--- config.mk ---
export PLATFORM = sky130hd
export DESIGN_NAME = sensor_conditioner_flat
export DESIGN_NICKNAME = d
export VERILOG_FILES = /design/src/rtl/traffic_pkg.sv /design/src/rtl/sensor_conditioner_if.sv /design/src/rtl/sensor_channel.sv /design/src/rtl/sensor_conditioner.sv /design/src/flat_wrapper.sv
export SDC_FILE = /design/constraint.sdc
export NUM_CORES = 1
export LEC_CHECK = 0
export ABC_CLOCK_PERIOD_IN_PS = 2600
export BUFFER_PORTS_ARGS = -buffer_cell sky130_fd_sc_hd__buf_2
export CORE_UTILIZATION = 35
export DETAILED_ROUTE_END_ITERATION = 12
export MAX_ROUTING_LAYER = met4
export PLACE_DENSITY = 0.54
export SLEW_MARGIN = 20
export SYNTH_ARGS = -nofsm -noshare
export SYNTH_HDL_FRONTEND = slang
export SYNTH_SLANG_ARGS = --single-unit
--- constraint.sdc ---
create_clock -name clk -period 2.6 [get_ports clk]
set_input_delay 0.13 -clock clk [delete_from_list [all_inputs] [get_ports clk]]
set_output_delay 0.13 -clock clk [all_outputs]
set_load 0.02 [all_outputs]
--- src/rtl/traffic_pkg.sv ---
// Shared definitions for the traffic-light controller and its sensor front end.
// Holds the per-channel sensor FSM state encoding, the default timing constants
// and the light encodings that the downstream controller also uses.
package traffic_pkg;

    // Default sensor conditioning timing, in clock cycles.
    localparam int unsigned DefSyncStages     = 2;
    localparam int unsigned DefDebounceCycles = 4;
    localparam int unsigned DefHoldCycles     = 8;
    localparam int unsigned DefStuckCycles    = 1000;

    typedef enum logic [2:0] {
        StIdle,
        StQual,
        StPresent,
        StHold,
        StFault
    } sensor_state_e;

    typedef enum logic [1:0] {
        LightRed    = 2'b00,
        LightYellow = 2'b01,
        LightGreen  = 2'b10
    } light_e;

    function automatic int unsigned max3(int unsigned a, int unsigned b, int unsigned c);
        int unsigned m;
        m = (a > b) ? a : b;
        return (m > c) ? m : c;
    endfunction

endpackage

--- src/rtl/sensor_conditioner_if.sv ---
// Signal bundle between the raw loop detectors and the traffic controller.
//   ns_raw, ew_raw         : raw asynchronous loop detector levels
//   NS_sensor, EW_sensor   : conditioned presence levels
//   ns_arrive, ew_arrive   : one-cycle pulse per accepted arrival
//   ns_fault, ew_fault     : stuck-sensor flags
// master: the side that drives the raw inputs and consumes the conditioned outputs.
// slave : the conditioner itself.
interface sensor_conditioner_if;
    logic ns_raw;
    logic ew_raw;
    logic NS_sensor;
    logic EW_sensor;
    logic ns_arrive;
    logic ew_arrive;
    logic ns_fault;
    logic ew_fault;

    modport master (
        output ns_raw, ew_raw,
        input  NS_sensor, EW_sensor, ns_arrive, ew_arrive, ns_fault, ew_fault
    );

    modport slave (
        input  ns_raw, ew_raw,
        output NS_sensor, EW_sensor, ns_arrive, ew_arrive, ns_fault, ew_fault
    );
endinterface

--- src/rtl/sensor_channel.sv ---
// One vehicle-loop conditioning channel: synchroniser, debounce/hold/stuck FSM
// and a single shared, saturating counter.
//   clk    : system clock, rising edge
//   rst    : synchronous active-high reset
//   raw    : asynchronous raw loop level
//   sensor : registered conditioned presence
//   arrive : registered one-cycle pulse on each newly accepted arrival
//   fault  : registered stuck-sensor flag
module sensor_channel
    import traffic_pkg::*;
#(
    parameter int unsigned SYNC_STAGES     = DefSyncStages,
    parameter int unsigned DEBOUNCE_CYCLES = DefDebounceCycles,
    parameter int unsigned HOLD_CYCLES     = DefHoldCycles,
    parameter int unsigned STUCK_CYCLES    = DefStuckCycles
) (
    input  logic clk,
    input  logic rst,
    input  logic raw,
    output logic sensor,
    output logic arrive,
    output logic fault
);

    localparam int unsigned CntW =
        $clog2(max3(DEBOUNCE_CYCLES, HOLD_CYCLES, STUCK_CYCLES)) + 1;

    typedef logic [CntW-1:0] cnt_t;

    localparam cnt_t CntSat    = '1;
    localparam cnt_t DebLast   = cnt_t'(DEBOUNCE_CYCLES - 1);
    localparam cnt_t HoldLast  = cnt_t'(HOLD_CYCLES - 1);
    localparam cnt_t StuckLast = cnt_t'(STUCK_CYCLES - 1);

    logic [SYNC_STAGES-1:0] sync_q;
    logic                   s;
    sensor_state_e          state_q, state_d;
    cnt_t                   cnt_q, cnt_d, cnt_inc;
    logic                   sensor_q, sensor_d;
    logic                   arrive_q, arrive_d;
    logic                   fault_q, fault_d;

    assign s       = sync_q[SYNC_STAGES-1];
    assign cnt_inc = (cnt_q == CntSat) ? cnt_q : cnt_q + cnt_t'(1);

    // State register, counter, synchroniser and output flops.
    always_ff @(posedge clk) begin
        if (rst) begin
            sync_q   <= '0;
            state_q  <= StIdle;
            cnt_q    <= '0;
            sensor_q <= 1'b0;
            arrive_q <= 1'b0;
            fault_q  <= 1'b0;
        end else begin
            sync_q   <= {sync_q[SYNC_STAGES-2:0], raw};
            state_q  <= state_d;
            cnt_q    <= cnt_d;
            sensor_q <= sensor_d;
            arrive_q <= arrive_d;
            fault_q  <= fault_d;
        end
    end

    // Next state. Entering QUAL or HOLD counts the triggering sample as the
    // first one, so the qualification windows are exactly N samples long.
    always_comb begin
        state_d = state_q;
        cnt_d   = cnt_q;
        unique case (state_q)
            StIdle: begin
                if (s) begin
                    if (DEBOUNCE_CYCLES == 1) begin
                        state_d = StPresent;
                        cnt_d   = '0;
                    end else begin
                        state_d = StQual;
                        cnt_d   = cnt_t'(1);
                    end
                end
            end
            StQual: begin
                if (!s) begin
                    state_d = StIdle;
                    cnt_d   = '0;
                end else if (cnt_q == DebLast) begin
                    state_d = StPresent;
                    cnt_d   = '0;
                end else begin
                    cnt_d = cnt_inc;
                end
            end
            StPresent: begin
                if (!s) begin
                    if (HOLD_CYCLES == 1) begin
                        state_d = StIdle;
                        cnt_d   = '0;
                    end else begin
                        state_d = StHold;
                        cnt_d   = cnt_t'(1);
                    end
                end else if (cnt_q == StuckLast) begin
                    state_d = StFault;
                    cnt_d   = '0;
                end else begin
                    cnt_d = cnt_inc;
                end
            end
            StHold: begin
                if (s) begin
                    state_d = StPresent;
                    cnt_d   = '0;
                end else if (cnt_q == HoldLast) begin
                    state_d = StIdle;
                    cnt_d   = '0;
                end else begin
                    cnt_d = cnt_inc;
                end
            end
            StFault: begin
                // Needs DEBOUNCE_CYCLES clean low samples in a row to clear.
                if (s) begin
                    cnt_d = '0;
                end else if (cnt_q == DebLast) begin
                    state_d = StIdle;
                    cnt_d   = '0;
                end else begin
                    cnt_d = cnt_inc;
                end
            end
            default: begin
                state_d = StIdle;
                cnt_d   = '0;
            end
        endcase
    end

    // Outputs decoded from the next state so that they register on the same
    // edge as the state change. A return from HOLD is not a new arrival.
    always_comb begin
        sensor_d = state_d inside {StPresent, StHold, StFault};
        fault_d  = (state_d == StFault);
        arrive_d = (state_d == StPresent) && (state_q inside {StIdle, StQual});
    end

    assign sensor = sensor_q;
    assign arrive = arrive_q;
    assign fault  = fault_q;

endmodule

--- src/rtl/sensor_conditioner.sv ---
// Conditions the raw NS and EW vehicle-loop inputs into clean presence levels,
// arrival pulses and stuck-sensor flags for the traffic controller. The two
// channels are identical and independent.
//   clk : system clock, rising edge
//   rst : synchronous active-high reset
//   bus : raw inputs in, conditioned outputs out (slave side)
module sensor_conditioner
    import traffic_pkg::*;
#(
    parameter int unsigned SYNC_STAGES     = DefSyncStages,
    parameter int unsigned DEBOUNCE_CYCLES = DefDebounceCycles,
    parameter int unsigned HOLD_CYCLES     = DefHoldCycles,
    parameter int unsigned STUCK_CYCLES    = DefStuckCycles
) (
    input logic                 clk,
    input logic                 rst,
    sensor_conditioner_if.slave bus
);

    sensor_channel #(
        .SYNC_STAGES     (SYNC_STAGES),
        .DEBOUNCE_CYCLES (DEBOUNCE_CYCLES),
        .HOLD_CYCLES     (HOLD_CYCLES),
        .STUCK_CYCLES    (STUCK_CYCLES)
    ) u_ns (
        .clk    (clk),
        .rst    (rst),
        .raw    (bus.ns_raw),
        .sensor (bus.NS_sensor),
        .arrive (bus.ns_arrive),
        .fault  (bus.ns_fault)
    );

    sensor_channel #(
        .SYNC_STAGES     (SYNC_STAGES),
        .DEBOUNCE_CYCLES (DEBOUNCE_CYCLES),
        .HOLD_CYCLES     (HOLD_CYCLES),
        .STUCK_CYCLES    (STUCK_CYCLES)
    ) u_ew (
        .clk    (clk),
        .rst    (rst),
        .raw    (bus.ew_raw),
        .sensor (bus.EW_sensor),
        .arrive (bus.ew_arrive),
        .fault  (bus.ew_fault)
    );

endmodule

--- src/flat_wrapper.sv ---
// flat-port wrapper written by rule: the top's interface ports become plain ports
module sensor_conditioner_flat import traffic_pkg::*;
#(
    parameter int unsigned SYNC_STAGES     = DefSyncStages,
    parameter int unsigned DEBOUNCE_CYCLES = DefDebounceCycles,
    parameter int unsigned HOLD_CYCLES     = DefHoldCycles,
    parameter int unsigned STUCK_CYCLES    = DefStuckCycles
)
  (clk, rst, bus_ns_raw, bus_ew_raw, bus_NS_sensor, bus_EW_sensor, bus_ns_arrive, bus_ew_arrive, bus_ns_fault, bus_ew_fault);
  sensor_conditioner_if bus_i ();
  input logic clk;
  input logic rst;
  input wire logic [$bits(bus_i.ns_raw)-1:0] bus_ns_raw;
  input wire logic [$bits(bus_i.ew_raw)-1:0] bus_ew_raw;
  output wire logic [$bits(bus_i.NS_sensor)-1:0] bus_NS_sensor;
  output wire logic [$bits(bus_i.EW_sensor)-1:0] bus_EW_sensor;
  output wire logic [$bits(bus_i.ns_arrive)-1:0] bus_ns_arrive;
  output wire logic [$bits(bus_i.ew_arrive)-1:0] bus_ew_arrive;
  output wire logic [$bits(bus_i.ns_fault)-1:0] bus_ns_fault;
  output wire logic [$bits(bus_i.ew_fault)-1:0] bus_ew_fault;
  assign bus_i.ns_raw = bus_ns_raw;
  assign bus_i.ew_raw = bus_ew_raw;
  assign bus_NS_sensor = bus_i.NS_sensor;
  assign bus_EW_sensor = bus_i.EW_sensor;
  assign bus_ns_arrive = bus_i.ns_arrive;
  assign bus_ew_arrive = bus_i.ew_arrive;
  assign bus_ns_fault = bus_i.ns_fault;
  assign bus_ew_fault = bus_i.ew_fault;
  sensor_conditioner #(.SYNC_STAGES(SYNC_STAGES), .DEBOUNCE_CYCLES(DEBOUNCE_CYCLES), .HOLD_CYCLES(HOLD_CYCLES), .STUCK_CYCLES(STUCK_CYCLES)) u_core (.clk(clk), .rst(rst), .bus(bus_i));
endmodule
# Word level (Yosys, flattened, before mapping)

Cells that the tools add are included.

Bits of input ports: 4
Register bits: 38
Output and inout port bits: 6

Reductions and logical operators: 8
Add/sub/neg operators: 2
Equal/unequal tests: 24
Mux-type cells: 40

Operators by type and width:

| kind                                                               | count |
|---|---|
| 11-bit 2-to-1 mux                                                  | 18 |
| 11-bit one-hot mux with 5 select lines                             | 2 |
| 3-bit 2-to-1 mux                                                   | 18 |
| 3-bit one-hot mux with 5 select lines                              | 2 |
| 3-bit by 2-bit == test with 1-bit output (second input constant)   | 8 |
| 11-bit by 1-bit adder with 11-bit output (second input constant)   | 2 |
| 11-bit by 10-bit == test with 1-bit output (second input constant) | 2 |
| 11-bit == test (second input constant)                             | 2 |
| 11-bit by 2-bit == test with 1-bit output (second input constant)  | 2 |
| 11-bit by 3-bit == test with 1-bit output (second input constant)  | 2 |
| 3-bit == test (second input constant)                              | 4 |
| 3-bit by 1-bit == test with 1-bit output (second input constant)   | 2 |
| 3-bit zero test                                                    | 2 |
| 3-bit nonzero test                                                 | 2 |
| 2-bit != test (second input constant)                              | 2 |
| 2-bit nonzero test                                                 | 2 |
| 1-bit logical AND                                                  | 2 |

# Depth between registers and ports, before layout

Gate-level depths: netlist of run 1.

Depth after elaboration: 6
Depth in mapped cells: 8

# Modules after synthesis

A second synthesis of run 1 with hierarchy kept.

Cell total of the unflattened synthesis: 288
Area total of the unflattened synthesis: 2,359.8 um^2

By module, submodules not included:

| module         | area each (um^2) | times used | cells an instance |
|---|---|---|---|
| sensor_channel | 1,179.9          | 2          | 144 |

# Worst setup path after synthesis of run 1

Ideal clock, no wire load.

Kind: reg-to-reg
Start point: register u_core.u_ns.cnt_q[6]
End point: register u_core.u_ns.cnt_q[10]
Period minus slack after synthesis: 2,054 ps
Stages on the path, launching flop included: 8
Buffers on the path: 1
Arrival time: 1,939 ps
Setup slack: 546 ps
Cells stage by stage: dfxtp_1 -> or4_4 -> nor4_4 -> o21ai_0 -> a22oi_1 -> a21o_1 -> buf_4 -> o21ba_2

Word-level cells in the longest chain between the ends: 5
Elaborated cells between the ends (all ways): 14

Ends and longest elaborated chain:

| element                                                                           | RTL line             | source |
|---|---|---|
| from (decl)                                                                       | sensor_channel.sv:38 | `cnt_t cnt_q, cnt_d, cnt_inc;` |
| from (signal assigned)                                                            | sensor_channel.sv:58 | `cnt_q <= cnt_d;` |
| 11-bit by 1-bit adder with 11-bit output / 11-bit == test (equally long branches) | sensor_channel.sv:44 | `assign cnt_inc = (cnt_q == CntSat) ? cnt_q : cnt_q + cnt_t'(1);` |
| 11-bit 2-to-1 mux                                                                 | sensor_channel.sv:44 |  |
| 11-bit 2-to-1 mux (on tied branches) (2 in a row)                                 | -                    |  |
| 11-bit one-hot mux with 5 select lines *                                          | sensor_channel.sv:70 | `unique case (state_q)` |

Every way passes the cells marked *; elsewhere a longest branch is shown, timed or not.
A chain may end at the register's enable or synchronous reset.

# Worst setup path after layout of run 1

Start point: register u_core.u_ns.cnt_q[3]
End point: register u_core.u_ns.cnt_q[10]

The elaborated chain is that of the path after synthesis.

==> impl_metrics.yaml, run 1 <==
final_layout:
  antenna_cells: 0
  final_cell_mix: "dfxtp_1, nor2_1, nand2_1"
  drive_gt1_frac: 0.150
  final_common_cell: "dfxtp_1"
  syn2layout_area_growth_pct: 12.8
  fin_nets: 285
critical_path:
  crit_start: "u_core.u_ns.cnt_q[3]"
  worstSetupPathType: "reg2reg"
  required_ns: 2.79
  endpoint_kind: "register"
  start_kind: "register"
  cp_max_fo: 10
  r2r_start: "u_core.u_ns.cnt_q[3]"
  critPathArrivalTime_ns: 2.61
timing:
  fin_crit_sh: 0.928
  max_freq_mhz: 414
  grt_setup_unrepaired: "false"
  period_minus_slack_ns: 2.41
  finalWorstSetupSlack_ns: 0.186
  finalMaxSlewViolations: 0
  setup_viol: 0
  finClkSkew_ns: 0.0169
  setup_tns_ns: 0
  slew-limit-headroom: 0.668
  hold_viol_final: 0
  worst_pin_slew_ns: 0.497
die:
  dieArea_sq_mm: 0.00638
  start_util: 0.361
  coreArea_sq_mm: 0.00589
  row_count: 28
  die_h_um: 79.9
  ioPinCount: 10
  die_width_um: 79.9
power:
  ir_drop_mv: 0.200
  power.leakage_uw: 0.000893
  cellPowerDensity_mw_per_mm2: 487
detailed_routing:
  routed-via-count: 1934
  wl_um: 4610
  drt-initial-drc-count: 151
  firstDrtPassIters: 4
  viasPerCell: 5.45
  final_antenna_net_count: 0
  drc: 0
  wl_per_cell_um: 13.0
hold_path:
  hp-class: "in2reg"
  hp-start: "bus_ns_raw"
synth:
  async_flop_share: 0
  synth-seq-cells: 38
  yosys_warnings: 0
  syn-instance-count: 266
  syn-num-nets: 272
  synth_cell_types: 60
  seq_area_frac_synth: 0.358
  synth_area_per_cell_sq_um: 7.98
  synth_edf_count: 0
  syn-cell-area_sq_mm: 0.00212
  synthFlopType: "dfxtp_1"
placement:
  gp_congestion: 0.848
  io_buffers: 9
  dpl_worst_slack_ns: 0.233
  dp_hpwl_um: 3280
grt:
  grt_max_degree: 20
  grt-ovfl-total: 0
  antenna_found_initial: 0
  grtUsageTotal: 0.162
  grt_pass1_vias: 1651
  grt_pass1_wl_um: 7890
clock_network:
  cts_buffers: 5
  ctsLongestPathBuffers: 2
  cts_tree: "built"
  htreeDepth: 2
  clkLatencyLatePin_ns: 0.30
  root_buffer: "clkbuf_8"
  ctsResizeCount: 0
  cts.clk_slew.worst_paths_ns: 0.08
  cts.sinks: 38
  postCtsSetupRepairBufs: 0
  postCtsHoldBufs: 0
flow_run:
  drv_cap: 0
outcome:
  status: "complete, no violations"
Yosys cell counts (2+ instances only):
library cell,count,area [sq um]
a21o_1,4,30.0
and3_1,2,12.5
nand3_1,11,55.1
a31o_2,2,17.5
dfxtp_1,38,761
and4_1,3,26.3
nand2_1,28,105
o31ai_1,2,15.0
or2_2,4,25.0
or3_1,6,37.5
nand4_1,3,18.8
nor3_1,13,65.1
nor3b_1,4,30.0
buf_2,6,30.0
a211oi_1,3,22.5
ha_1,2,25.0
clkbuf_1,6,22.5
and3b_1,2,17.5
a21oi_1,10,50.1
inv_1,9,33.8
o21ai_0,11,55.1
xnor2_1,7,61.3
nor2b_1,4,25.0
nor4_1,5,31.3
a31oi_1,6,37.5
xor2_1,4,35.0
or4_1,4,30.0
o21bai_1,2,15.0
nor2_1,31,116
a22oi_1,2,15.0
o2bb2ai_1,3,26.3
cell families after synthesis:
| group | count (synthesis) | synth area share |
|---|---|---|
| muxes | 2 | 0.0100 |
| and+or+nand+nor | 132 | 0.340 |
| DFF | 38 | 0.358 |
| adders and majority gates | 2 | 0.0118 |
| buffers and inverters | 23 | 0.0460 |
| AOI/OAI and AO/OA | 58 | 0.189 |
| xor gates and xnor gates | 11 | 0.0454 |
path summary, 6_finish.rpt:
check                                             end  slack, ns  cells after the start
worst max register to register  u_core.u_ns.cnt_q[10]       0.19                      6
worst min register to register  u_core.u_ew.sync_q[1]       0.45                      1
worst min-delay path            u_core.u_ns.sync_q[0]       0.05                      2
worst max-delay path            u_core.u_ns.cnt_q[10]       0.19                      6
per-layer routing:
metal | share of wire | track usage | up-vias
met5 | 0 | - | -
met4 | 0.022 | 0.0679 | 0
met3 | 0.035 | 0.0377 | 11
met2 | 0.44 | 0.233 | 34
met1 | 0.50 | 0.217 | 895
li1 | - | - | 994
through the flow:
step / util / hold WS, ns / instance area (sq um) / total power [uW] / instances
5_1_grt: 0.407 / 0.0570 / 2390 / 1220 / 355
4_1_cts: 0.407 / 0.0427 / 2390 / 1190 / 355
6_report: 0.407 / 0.0508 / 2390 / 1170 / 355
3_5_place_dp: 0.388 / 0.350 / 2280 / 672 / 347
2_1_floorplan: - / 0.258 / 2120 / 654 / 266
3_3_place_gp: 0.388 / 0.356 / 2280 / 674 / 347
flip-flops by register name (all words and copies together) (netlist names):
register	flops
u_core.u_ew.arrive	1
u_core.u_ew.cnt_q	11
u_core.u_ew.fault	1
u_core.u_ew.sensor	1
u_core.u_ew.state_q	3
u_core.u_ew.sync_q	2
u_core.u_ns.arrive	1
u_core.u_ns.cnt_q	11
u_core.u_ns.fault	1
u_core.u_ns.sensor	1
u_core.u_ns.state_q	3
u_core.u_ns.sync_q	2
final cells by class:
cell class | instances | area (sq um)
tap | 75 | 93.8
multi-input combinational | 205 | 1260
fill | 600 | 3490
clock buffer | 5 | 68.8
sequential | 38 | 761
inverter | 9 | 33.8
clock inverter | 3 | 45.0
timing repair buffer | 20 | 128
critical path: stages (launching register included):
cell and delay, ns:
dfxtp_1 0.36, or4_1 0.63, nor3_1 0.35, a31oi_1 0.14, a22oi_1 0.28, a21o_1 0.35
o21ba_2 0.20
report_power, final:
group	leakage, uW	internal, uW	switching, uW
logic	0.000536	26.7	36.6
registers	0.000307	588	7.72
clock network	0.0000504	285	223
Note: power is estimated with default switching activity, not from simulation.
==> inputs of run 2 (changes only) <==
- CORE_MARGIN: not set -> 8
==> impl_metrics.yaml, run 2 (synthesized netlist as in run 1, its figures left out) <==
final_layout:
  fin_util: 0.406
  final_cells: 354
  drive_gt1_frac: 0.147
  syn2layout_area_growth_pct: 12.4
  design_area_sq_mm: 0.00239
  antenna_cells: 0
  reg_top3: "u_core.u_ew.cnt_q x11, u_core.u_ns.cnt_q x11"
  final_cell_mix: "dfxtp_1, nor2_1, nand2_1"
  fin_nets: 284
  final_common_cell: "dfxtp_1"
critical_path:
  cp_slowest_stage_delay_ns: 0.62
  worstSetupPathType: "reg2reg"
  endpoint: "u_core.u_ns.cnt_q[10]"
  crit_start: "u_core.u_ns.cnt_q[3]"
  critPathArrivalTime_ns: 2.55
  rr_endpoint: "u_core.u_ns.cnt_q[10]"
  reg2reg_setup_slack_ns: 0.24
  cpMaxStageDelayCell: "or4_1"
  r2r_start: "u_core.u_ns.cnt_q[3]"
  r2r.worst_path.cells: 6
  required_ns: 2.79
  endpoint_kind: "register"
  cp_max_fo: 10
  worstPathCellList: "or4_1 > nor3_1 > a31oi_1 > a22oi_1 > a21o_1 > o21ba_2"
  start_kind: "register"
power:
  cellPowerDensity_mw_per_mm2: 489
  power.leakage_uw: 0.000888
  ir_drop_mv: 0.256
outcome:
  status: "complete, no violations"
hold_path:
  hp-class: "in2reg"
  hp-start: "bus_ns_raw"
detailed_routing:
  drc: 0
  wl_per_cell_um: 13.4
  drt-initial-drc-count: 135
  firstDrtPassIters: 4
  final_antenna_net_count: 0
  routed-via-count: 1892
  wl_um: 4740
  viasPerCell: 5.34
timing:
  finClkSkew_ns: 0.0158
  max_freq_mhz: 423
  hold_viol_final: 0
  period_minus_slack_ns: 2.36
  setup_viol: 0
  fin_crit_sh: 0.909
  grt_setup_unrepaired: "false"
  worst_pin_slew_ns: 0.501
  setup_tns_ns: 0
  slew-limit-headroom: 0.665
  finalMaxSlewViolations: 0
die:
  start_util: 0.361
  dieArea_sq_mm: 0.00881
  die_width_um: 93.9
  die_h_um: 93.9
  coreArea_sq_mm: 0.00589
  row_count: 28
  ioPinCount: 10
clock_network:
  cts_tree: "built"
  htreeDepth: 2
  postCtsSetupRepairBufs: 0
  cts.clk_slew.worst_paths_ns: 0.08
  cts_buffers: 5
  root_buffer: "clkbuf_8"
  postCtsHoldBufs: 0
  clkLatencyLatePin_ns: 0.29
  cts.sinks: 38
  ctsLongestPathBuffers: 2
  ctsResizeCount: 0
flow_run:
  drv_cap: 0
grt:
  grt_pass1_vias: 1718
  antenna_found_initial: 0
  grt_pass1_wl_um: 8250
  grtUsageTotal: 0.116
  grt_max_degree: 20
  grt-ovfl-total: 0
placement:
  io_buffers: 9
  dp.cells: 346
  placed_cell_area_sq_mm: 0.00227
  dp_hpwl_um: 3350
  gp_congestion: 0.859
-- run 2: report_power, final --
part           total [uW]  internal (uW)  switching, uW
clock network         509            285            224
logic                63.8           26.8           37.1
registers             596            588           7.80
total                1170            900            269
-- run 2: layer usage --
layer	up-vias	global-route usage	wire length (um)
li1	988	-	-
met4	0	0.0410	54
met5	-	-	0
met1	870	0.154	2460
met2	30	0.167	2050
met3	4	0.0272	175
-- run 2: worst min path at each step --
| stage | end | slack, ns | cells after the start |
|---|---|---|---|
| 6_report | u_core.u_ns.sync_q[0] | 0.05 | 2 |
| 5_1_grt | u_core.u_ns.sync_q[0] | 0.04 | 2 |
| 4_1_cts | u_core.u_ns.sync_q[0] | 0.04 | 2 |
| 3_5_place_dp | u_core.u_ns.sync_q[0] | 0.35 | 2 |
| 3_3_place_gp | u_core.u_ns.sync_q[0] | 0.36 | 2 |
| 2_1_floorplan | u_core.u_ew.sync_q[0] | 0.26 | 1 |
-- run 2: worst max-delay path: cells and delay by family (launching register included) --
kind | cells | cell delay, ns
AO/OA/AOI/OAI | 4 | 0.96
flip-flops | 1 | 0.36
AND/OR/NAND/NOR | 2 | 0.94
-- run 2: per-stage QoR --
stage | hold slack [ns] | power, uW | setup WS (ns)
2_1_floorplan | 0.258 | 654 | 0.546
6_report | 0.0508 | 1170 | 0.236
4_1_cts | 0.0405 | 1190 | 0.246
5_1_grt | 0.0377 | 1220 | 0.0643
3_3_place_gp | 0.356 | 674 | 0.298
3_5_place_dp | 0.346 | 673 | 0.249
-- run 2: cell type report --
cell class | instances | area, sq um
clock buffer | 5 | 68.8
clock inverter | 3 | 45.0
inverter | 9 | 33.8
tap | 75 | 93.8
fill | 603 | 3500
timing repair buffer | 19 | 120
sequential | 38 | 761
multi-input combinational | 205 | 1260
